### src/rtl/booth_r4_mul.sv
// Radix-4 modified Booth sequential multiplier: WIDTH x WIDTH -> 2*WIDTH,
// signed or unsigned per operation, start/busy/done handshake with abort.
module booth_r4_mul #(
  parameter int WIDTH = 8
) (
  input  logic                 clk,
  input  logic                 rst_b,
  input  logic                 start,
  input  logic                 signed_mode,
  input  logic                 abort,
  input  logic [WIDTH-1:0]     multiplicand,
  input  logic [WIDTH-1:0]     multiplier,
  output logic                 busy,
  output logic                 done,
  output logic [2*WIDTH-1:0]   product
);

  localparam int K  = WIDTH / 2 + 1;
  localparam int CW = $clog2(K);
  localparam int AW = WIDTH + 3;
  localparam int QW = WIDTH + 2;
  localparam int SW = AW + QW + 3;
  localparam logic [CW-1:0] LAST = CW'(K - 1);

  typedef enum logic [1:0] {
    IDLE,
    ADD,
    SHIFT,
    DONE
  } state_t;

  state_t state, state_nxt;

  logic [AW-1:0] acc;
  logic [QW-1:0] qr;
  logic          q_1;
  logic [AW-1:0] mr;
  logic [CW-1:0] count;

  logic [AW-1:0] addend;
  logic [AW-1:0] acc_sum;
  logic [SW-1:0] wide;
  logic [AW-1:0] acc_sh;
  logic [QW-1:0] qr_sh;
  logic          q1_sh;
  logic [QW-1:0] ext_q;
  logic [AW-1:0] ext_m;

  // Two extra top bits let the final partial product absorb the unsigned
  // case as well as the signed one, so the same K iterations serve both.
  always_comb begin
    ext_q = signed_mode ? {{2{multiplier[WIDTH-1]}}, multiplier}
                        : {2'b00, multiplier};
    ext_m = signed_mode ? {{3{multiplicand[WIDTH-1]}}, multiplicand}
                        : {3'b000, multiplicand};
  end

  always_comb begin
    addend = '0;
    unique case ({qr[1:0], q_1})
      3'b001, 3'b010: addend = mr;
      3'b011:         addend = mr << 1;
      3'b100:         addend = -(mr << 1);
      3'b101, 3'b110: addend = -mr;
      default:        addend = '0;
    endcase
    acc_sum = acc + addend;
  end

  // Arithmetic shift of {acc,qr,q_1} by two: replicate the accumulator MSB
  // above the concatenation and take the upper slice.
  always_comb begin
    wide   = {{2{acc[AW-1]}}, acc, qr, q_1};
    acc_sh = wide[SW-1:QW+3];
    qr_sh  = wide[QW+2:3];
    q1_sh  = wide[2];
  end

  always_ff @(posedge clk or negedge rst_b) begin
    if (!rst_b) begin
      state <= IDLE;
    end else begin
      state <= state_nxt;
    end
  end

  always_comb begin
    state_nxt = state;
    unique case (state)
      IDLE:  if (start) state_nxt = ADD;
      ADD:   state_nxt = abort ? IDLE : SHIFT;
      SHIFT: begin
        if (abort)              state_nxt = IDLE;
        else if (count == LAST) state_nxt = DONE;
        else                    state_nxt = ADD;
      end
      DONE:  state_nxt = IDLE;
      default: state_nxt = IDLE;
    endcase
  end

  assign busy = (state != IDLE);
  assign done = (state == DONE);

  always_ff @(posedge clk or negedge rst_b) begin
    if (!rst_b) begin
      acc     <= '0;
      qr      <= '0;
      q_1     <= 1'b0;
      mr      <= '0;
      count   <= '0;
      product <= '0;
    end else begin
      unique case (state)
        IDLE: begin
          if (start) begin
            acc   <= '0;
            qr    <= ext_q;
            q_1   <= 1'b0;
            mr    <= ext_m;
            count <= '0;
          end
        end
        ADD: begin
          acc <= acc_sum;
        end
        SHIFT: begin
          acc <= acc_sh;
          qr  <= qr_sh;
          q_1 <= q1_sh;
          // An aborted operation must leave the previous product intact.
          if (!abort) begin
            if (count == LAST) product <= {acc_sh[WIDTH-3:0], qr_sh};
            else               count   <= count + CW'(1);
          end
        end
        default: begin
        end
      endcase
    end
  end

endmodule

### config.mk
export PLATFORM = sky130hd
export DESIGN_NAME = booth_r4_mul
export DESIGN_NICKNAME = d
export VERILOG_FILES = /design/src/rtl/booth_r4_mul.sv
export SDC_FILE = /design/constraint.sdc
export NUM_CORES = 1
export LEC_CHECK = 0
export ABC_AREA = 1
export CAP_MARGIN = 15
export CORE_MARGIN = 2
export CORE_UTILIZATION = 50
export CTS_CLUSTER_DIAMETER = 30
export DETAILED_ROUTE_END_ITERATION = 16
export GPL_TIMING_DRIVEN = 0
export PLACE_DENSITY_LB_ADDON = 0.12
export SYNTH_ARGS = -nofsm -noshare
export SYNTH_HDL_FRONTEND = slang
export SYNTH_SLANG_ARGS = --single-unit
### constraint.sdc
create_clock -name clk -period 2.9 [get_ports clk]
set_clock_uncertainty 0.15 [all_clocks]
set_input_delay 0.725 -clock clk [delete_from_list [all_inputs] [get_ports clk]]
set_output_delay 0.725 -clock clk [all_outputs]
set_load 0.005 [all_outputs]
Word level (Yosys, flattened, before mapping)
Cells that the tools add are included.
{ "word_totals": {"register_bits": 54, "wordCells": 58} }
{ "op_classes": {"bitwise_logic": 2, "n_eq_ne": 13, "reduce_logical": 13, "n_addsub": 4, "mux": 18} }
{ "ops": {"columns": ["op", "n"], "rows": [
  ["$pmux 11 s4", 1],
  ["$pmux 11 s3", 1],
  ["$mux 11", 2],
  ["$neg 11->11", 2],
  ["$mux 10", 2],
  ["$pmux 10 s2", 1],
  ["$eq 3x3->1 const B", 4],
  ["$add 11x11->11", 1],
  ["$mux 3", 3],
  ["$mux 2", 4],
  ["$pmux 2 s4", 1],
  ["$eq 3x2->1 const B", 2],
  ["$ne 2x2->1 const B", 3],
  ["$pmux 3 s2", 1],
  ["$reduce_and 2->1", 3],
  ["$reduce_and 3->1", 2],
  ["$reduce_bool 2->1", 3],
  ["$eq 2x2->1 const B", 2],
  ["$reduce_and 4->1", 1],
  ["$reduce_or 2->1", 2],
  ["$add 3x1->3 const B", 1],
  ["$eq 3x1->1 const B", 1],
  ["$reduce_bool 3->1", 1],
  ["$eq 2x1->1 const B", 1],
  ["other kinds (4)", 5]
]} }

Depth between registers and ports, before layout
Gate-level depths: netlist of the first run.
{ "logic_depth": {"depth_word": 5, "ltp_mapped": 20} }

Worst setup path before layout of the first run
No wires, ideal clock.
{ "synth_path": {"path_type": "reg-to-reg", "from": "reg mr[0]", "to": "reg acc[9]", "path_buffers": 0, "required_ns": 2.685, "path_stages_with_launch": 20, "setup_slack_ns": 0.260, "arrival_ns": 2.425, "synth_period_minus_slack_ns": 2.640, "setup_ns": 0.065, "path_cell_list": "dfrtp_1 -> inv_1 -> ha_1 -> nand2_1 -> nor2_1 -> nand3_1 -> xor2_1 -> nand2_1 -> o21ai_0 -> a21oi_1 -> o21ai_0 -> ha_1 -> a21o_1 -> a21oi_1 -> nand2_1 -> nand2_1 -> nand2_1 -> o21ai_0 -> nand2_1 -> nand2_1"} }
{ "synth_between": {"elab_chain_len": 4, "elab_cells_between_ends": 5, "classes_between": "3 x add/sub; 2 x mux"} }
{ "synth_rtl": {"columns": ["element", "line", "text"], "rows": [
  ["start, declared", "37", "logic [AW-1:0] mr;"],
  ["start signal, assigned", "120", "mr <= ext_m;"],
  ["$neg 11->11 (on tied branches)", "64, 63", null],
  ["$pmux 11 s4 (*)", "60", "unique case ({qr[1:0], q_1})"],
  ["$add 11x11->11 (*)", "67", "acc_sum = acc + addend;"],
  ["$pmux 11 s3 (*)", "114", "unique case (state)"],
  ["end signal, assigned", "125", "acc <= acc_sum;"],
  ["end signal, assigned", "128", "acc <= acc_sh;"],
  ["end, declared", "34", "logic [AW-1:0] acc;"]
]} }
Every way passes the cells marked *; elsewhere a longest branch is shown, timed or not.
A chain may end at the register's enable or synchronous reset.

Worst setup path in the final report of the first run
{ "layout_path": {"from": "reg mr[1]", "to": "reg acc[9]"} }
The elaborated chain is that of the path after synthesis.

==> flow_summary.toml, run 1 <==
[clock_network]
cts_max_path_buffers = 2
root_buffer = "clkbuf_8"
ctsHoldBuffers = 0
clkLatencyLatePin_ns = 0.32
cts_sinks = 52
cts_tree = "built"
htreeDepth = 2
clkTransAtPathRegs_ns = 0.11
cts_buffers = 5

[floorplanning]
num_rows = 28
die_height_um = 83.5
dieArea_um2 = 6970
coreArea_um2 = 6030
die_w_um = 83.5
pin_count = 39
start_util = 0.524

[finish]
syn_to_final_growth_pct = 25.3
antenna_cells = 0
fillCellCount = 517
final_util = 0.657
final_layout_size_suffix_gt1_frac = 0.138
final-seq-area_um2 = 1300
finalNetCount = 515
multi_input_area_um2 = 1700

[place]
place_congestion = 0.813
hpwl_mm = 5.74
place_ws_ns = -0.0928
io_buffers = 38

[synth]
synth_edf_count = 0
synth.top_cells.by_count = "nand2_1 (110), o21ai_0 (62), inv_1 (57), dfrtp_1 (52)"
yosys.area.top_type = "dfrtp_1"
synth_warnings = 0
yosysMostFrequentCell = "nand2_1"
ys_types = 33
async_reset_ff_frac = 1.00
synthesis.nets = 456
synth.avg_cell_area_um2 = 7.57
syn_area_um2 = 3160
ys_ff_latch = 52
synth_flop_cell = "dfrtp_1"
yosysSeqAreaShare = 0.412
synth.top_cell.area_share = 0.412
synthCells = 417
netlist_top_cells_area = "dfrtp_1 (41%), nand2_1 (13%), o21ai_0 (9.8%), inv_1 (6.8%), ha_1 (6.7%)"

[worst_setup_path]
arrival_ns = 2.91
worst-setup-path-type = "flop to flop"
reg2reg_to = "acc[9]"
crit_fanout = 5
reg2reg_depth = 19
timing.rr.start = "mr[1]"
crit_path_end_kind = "flop"
cp.required_ns = 3.01
reg2reg_slack_ns = 0.09
startpoint_type = "flop"

[global_routing]
grt_pass1_vias = 2861
antenna_found_initial = 0
grt.total_usage = 0.228
grt.overflow.total = 0
grt_max_degree = 30
grt_first_pass_wirelength_mm = 13.0

[min_path]
hold_path.class = "input pin to async pin"

[power]
irDropWorstVdd_uv = 623
power_mw = 4.20
combPwrFrac = 0.634
pwr-share-seq = 0.261
power_density_nw_per_um2 = 1060
clkPwrFrac = 0.106
switching_share = 0.485
intPower_mw = 2.17
p_leak_nw = 1.84
p_sw_mw = 2.04

[detailed_routing]
ant_nets = 0
drt_first_pass_iters = 5
vias = 2999
drc = 0
drt_iter0_drc = 152
vias_per_cell = 5.43
wl_mm = 7.91
wl_per_cell_um = 14.3

[sta]
worst-slew-pin-transition_ns = 0.651
setup_viol = 0
setup_ws_ns = 0.0936
rsz0062_at_grt = "yes"
finalHoldWorstSlack_ns = 0.230
finalMaxSlewViolations = 0
hold_viol_final = 0
fmax_ghz = 0.356
finalCriticalPeriod_ns = 2.81
tns_ns = 0
slew_headroom = 0.563
finalCritPeriodShare = 0.968

[flow_run]
maxCapViolCount = 0

[status]
outcome = "finished clean"
## logic make-up after synthesis
group / count (synthesis) / share of synthesized area
AOI/OAI and AO/OA: 109 / 0.197
xor gates and xnor gates: 8 / 0.0222
adders and majority gates: 18 / 0.0737
buffers and inverters: 72 / 0.0880
DFF: 52 / 0.412
and+or+nand+nor: 158 / 0.208
## flip-flops by register name, indices dropped and copies added (netlist names)
| register | flops |
|---|---|
| state | 2 |
| qr | 10 |
| q_1 | 1 |
| mr | 9 |
| product | 16 |
| acc | 11 |
| count | 3 |
## final cells by class
cell class	instances	share of cell area
Clock buffer	5	0.0174
Tap cell	75	0.0237
Timing Repair Buffer	52	0.125
Sequential cell	52	0.329
Buffer	9	0.00980
Multi-Input combinational cell	293	0.429
Clock inverter	3	0.00664
Inverter	63	0.0604
## power by group through the flow
stage | Combinational [mW] | Clock [mW] | Sequential, mW
after global placement | 2.16 | 0 | 1.09
after detailed placement | 2.22 | 0 | 1.10
final | 2.66 | 0.444 | 1.10
after floorplan | 1.62 | 0 | 1.08
after global routing | 2.97 | 0.482 | 1.13
after CTS | 2.27 | 0.450 | 1.09
## per-layer routing
layer	global-route usage	vias to the layer above	routed length [um]
met2	0.395	94	3810
li1	-	1485	-
met4	0.0557	0	101
met3	0.0376	10	402
met5	0	-	0
met1	0.298	1410	3600
## stage by stage
stage	cell area (um2)	std cells
6_report	3960	552
2_1_floorplan	3160	417
5_1_grt	3960	552
4_1_cts	3760	541
3_3_place_gp	3630	530
3_5_place_dp	3650	531
## worst max path at each step
stage | to | slack [ns] | cells past startpoint | start
6_report | acc[9] | 0.09 | 19 | mr[1]
3_3_place_gp | mr[6] | -0.61 | 1 | rst_b
5_1_grt | acc[7] | -0.1 | 19 | mr[1]
4_1_cts | acc[9] | 0.005 | 19 | mr[0]
2_1_floorplan | acc[9] | 0.26 | 19 | mr[0]
3_5_place_dp | acc[9] | -0.09 | 19 | mr[0]
## timing repair
action,4_1_cts,5_1_grt
pin swaps,2,20
resized for setup,5,33
endpoints found under the setup margin,3,7
buffers inserted,2,11
## layout by cell type (no fill, tap or decap), drive strengths merged
master / count
nor3: 2
o2111ai: 3
o211ai: 8
o221ai: 1
a221o: 1
a21o: 1
o21a: 1
buf: 17
clkbuf: 12
xnor2: 1
a21oi: 21
xor2: 7
nand2: 113
o22ai: 6
ha: 17
nor2: 21
clkdlybuf4s50: 37
inv: 62
nand4: 2
nand3: 20
dfrtp: 52
fa: 1
o21ai: 64
clkinv: 4
a22oi: 3
## critical path, stage by stage, from the launching register on
cell and delay (ns):
dfrtp_1 0.39, inv_2 0.12, ha_4 0.16, nand2_4 0.05, nor2_4 0.09, nand3_2 0.09
xor2_2 0.19, nand2_1 0.06, o21ai_1 0.06, a21oi_1 0.11, o21ai_1 0.09, ha_1 0.35
a21o_1 0.22, a21oi_2 0.13, nand2_1 0.09, nand2_1 0.06, nand2_1 0.05, o21ai_1 0.15
nand2_1 0.06, nand2_1 0.07
Power figures use the tool's default switching activity.
==> run 2, diff against run 1 <==
- PLACE_DENSITY_LB_ADDON: 0.12 -> 0.1
- RECOVER_POWER: unset -> 50
==> flow_summary.toml, run 2 (synthesis results as in run 1) <==
[detailed_routing]
vias_per_cell = 5.38
wl_mm = 7.85
drt_iter0_drc = 158
drt_first_pass_iters = 5
drc = 0
ant_nets = 0
wl_per_cell_um = 14.3
vias = 2948

[floorplanning]
coreArea_um2 = 6030
die_w_um = 83.5
die_height_um = 83.5
num_rows = 28
dieArea_um2 = 6970
start_util = 0.524
pin_count = 39

[min_path]
hold_path.class = "flop to flop"
min_path_cells = 2
hold_end = "product[12]"
min_from = "product[12]"

[clock_network]
cts_sinks = 52
cts_buffers = 5
clkLatencyLatePin_ns = 0.31
htreeDepth = 2
cts_tree = "built"
cts_max_path_buffers = 2
clkTransAtPathRegs_ns = 0.10
root_buffer = "clkbuf_8"
ctsHoldBuffers = 0

[worst_setup_path]
timing.rr.start = "mr[0]"
path_cells = "inv_2 > ha_4 > buf_4 > xnor2_1 > a22oi_1 > o221ai_1 > ha_1 > nand2_1 > a21oi_2 > nor2_2 > nand2_1 > nand2_1 > nand2_1 > nand2_1 > nand2_1 > o21ai_1 > nand2_1 > nand2_1"
crit_fanout = 6
reg2reg_slack_ns = 0.15
worst-setup-path-type = "flop to flop"
reg2reg_to = "acc[9]"
arrival_ns = 2.81
slowest_delay_ns = 0.43
crit_path_end_kind = "flop"
cp.required_ns = 2.95
startpoint_type = "flop"
slowest_stage = "ha_1"
cp_common_cell = "nand2_1"
critical_path.startpoint = "mr[0]"
reg2reg_depth = 18

[power]
power_density_nw_per_um2 = 1080
irDropWorstVdd_uv = 719
p_leak_nw = 1.81

[global_routing]
antenna_found_initial = 0
grt.total_usage = 0.226
grt_pass1_vias = 2842
grt_first_pass_wirelength_mm = 13.0
grt.overflow.total = 0
grt_max_degree = 30

[finish]
top_regs = "product x16, acc x11, qr x10"
syn_to_final_growth_pct = 24.4
most-common-layout-cells = "nand2_1 (105), o21ai_0 (57), inv_1 (53)"
largest_register_ffs = 16
final_common_cell = "nand2_1"
final_layout_size_suffix_gt1_frac = 0.123
fillCellCount = 510
antenna_cells = 0
finalNetCount = 511
largest_register = "product"

[sta]
tns_ns = 0
finalHoldWorstSlack_ns = 0.342
slew_headroom = 0.141
fmax_ghz = 0.363
finalCritPeriodShare = 0.949
hold_viol_final = 0
finalMaxSlewViolations = 0
setup_viol = 0
worst-slew-pin-transition_ns = 1.29
finalCriticalPeriod_ns = 2.75

[status]
outcome = "finished clean"

[place]
hpwl_mm = 5.72
place_congestion = 0.838
io_buffers = 38

[flow_run]
maxCapViolCount = 0
## run 2: area by class of cell
type	instances	area, um2	share of cell area
plain buffers	9	33.8	0.00860
clock buffers	6	72.6	0.0185
clock inverters	2	38.8	0.00987
inverters	63	239	0.0608
multi-input cells	293	1700	0.433
flip-flops and latches	52	1300	0.331
well taps	75	93.8	0.0239
repair buffers	48	447	0.114
## run 2: routing by layer
layer | part of all wire | global-route usage
met1 | 0.46 | 0.296
met4 | 0.011 | 0.0499
met2 | 0.48 | 0.398
met3 | 0.041 | 0.0326
met5 | 0 | 0
## run 2: worst max path at each step
stage / end / cells past startpoint
2_1_floorplan: acc[9] / 19
3_3_place_gp: mr[6] / 1
3_5_place_dp: acc[9] / 19
4_1_cts: acc[9] / 19
5_1_grt: acc[9] / 19
6_report: acc[9] / 18
## run 2: critical path: cells and delay by family (launching register included)
family,cells,cell delay [ns]
AO/OA/AOI/OAI,4,0.60
AND/OR/NAND/NOR,9,0.60
adder cells (fa/ha/maj),2,0.59
flip-flops,1,0.38
buffers and inverters,2,0.19
XOR/XNOR,1,0.13
## run 2: repair_timing
action                                  4_1_cts  5_1_grt
gates resized for setup                       6       34
setup buffers                                 1        8
pin swaps                                     2       14
endpoints found under the setup margin        3        7
## run 2: metrics by stage
stage	power [mW]	instance area, um2	utilization	worst slack, ns	std cells
3_5_place_dp	3.32	3650	0.605	-0.105	531
2_1_floorplan	2.70	3160	-	0.260	417
4_1_cts	3.87	3770	0.626	0.0140	540
3_3_place_gp	3.26	3630	0.603	-0.623	530
5_1_grt	4.65	3930	0.652	-0.0412	548
6_report	4.25	3930	0.652	0.147	548
## run 2: power by group
group	switching [mW]	total, mW	internal [mW]
Combinational	1.63	2.63	1.01
Clock	0.259	0.520	0.261
Sequential	0.142	1.10	0.959
Total	2.03	4.25	2.23
==> run 3, diff against run 2 <==
- ABC_CLOCK_PERIOD_IN_PS: unset -> 2900
- SLEW_MARGIN: unset -> 10
==> results of run 3 <==
Final layout, timing and power as in run 2 (identical DEF).
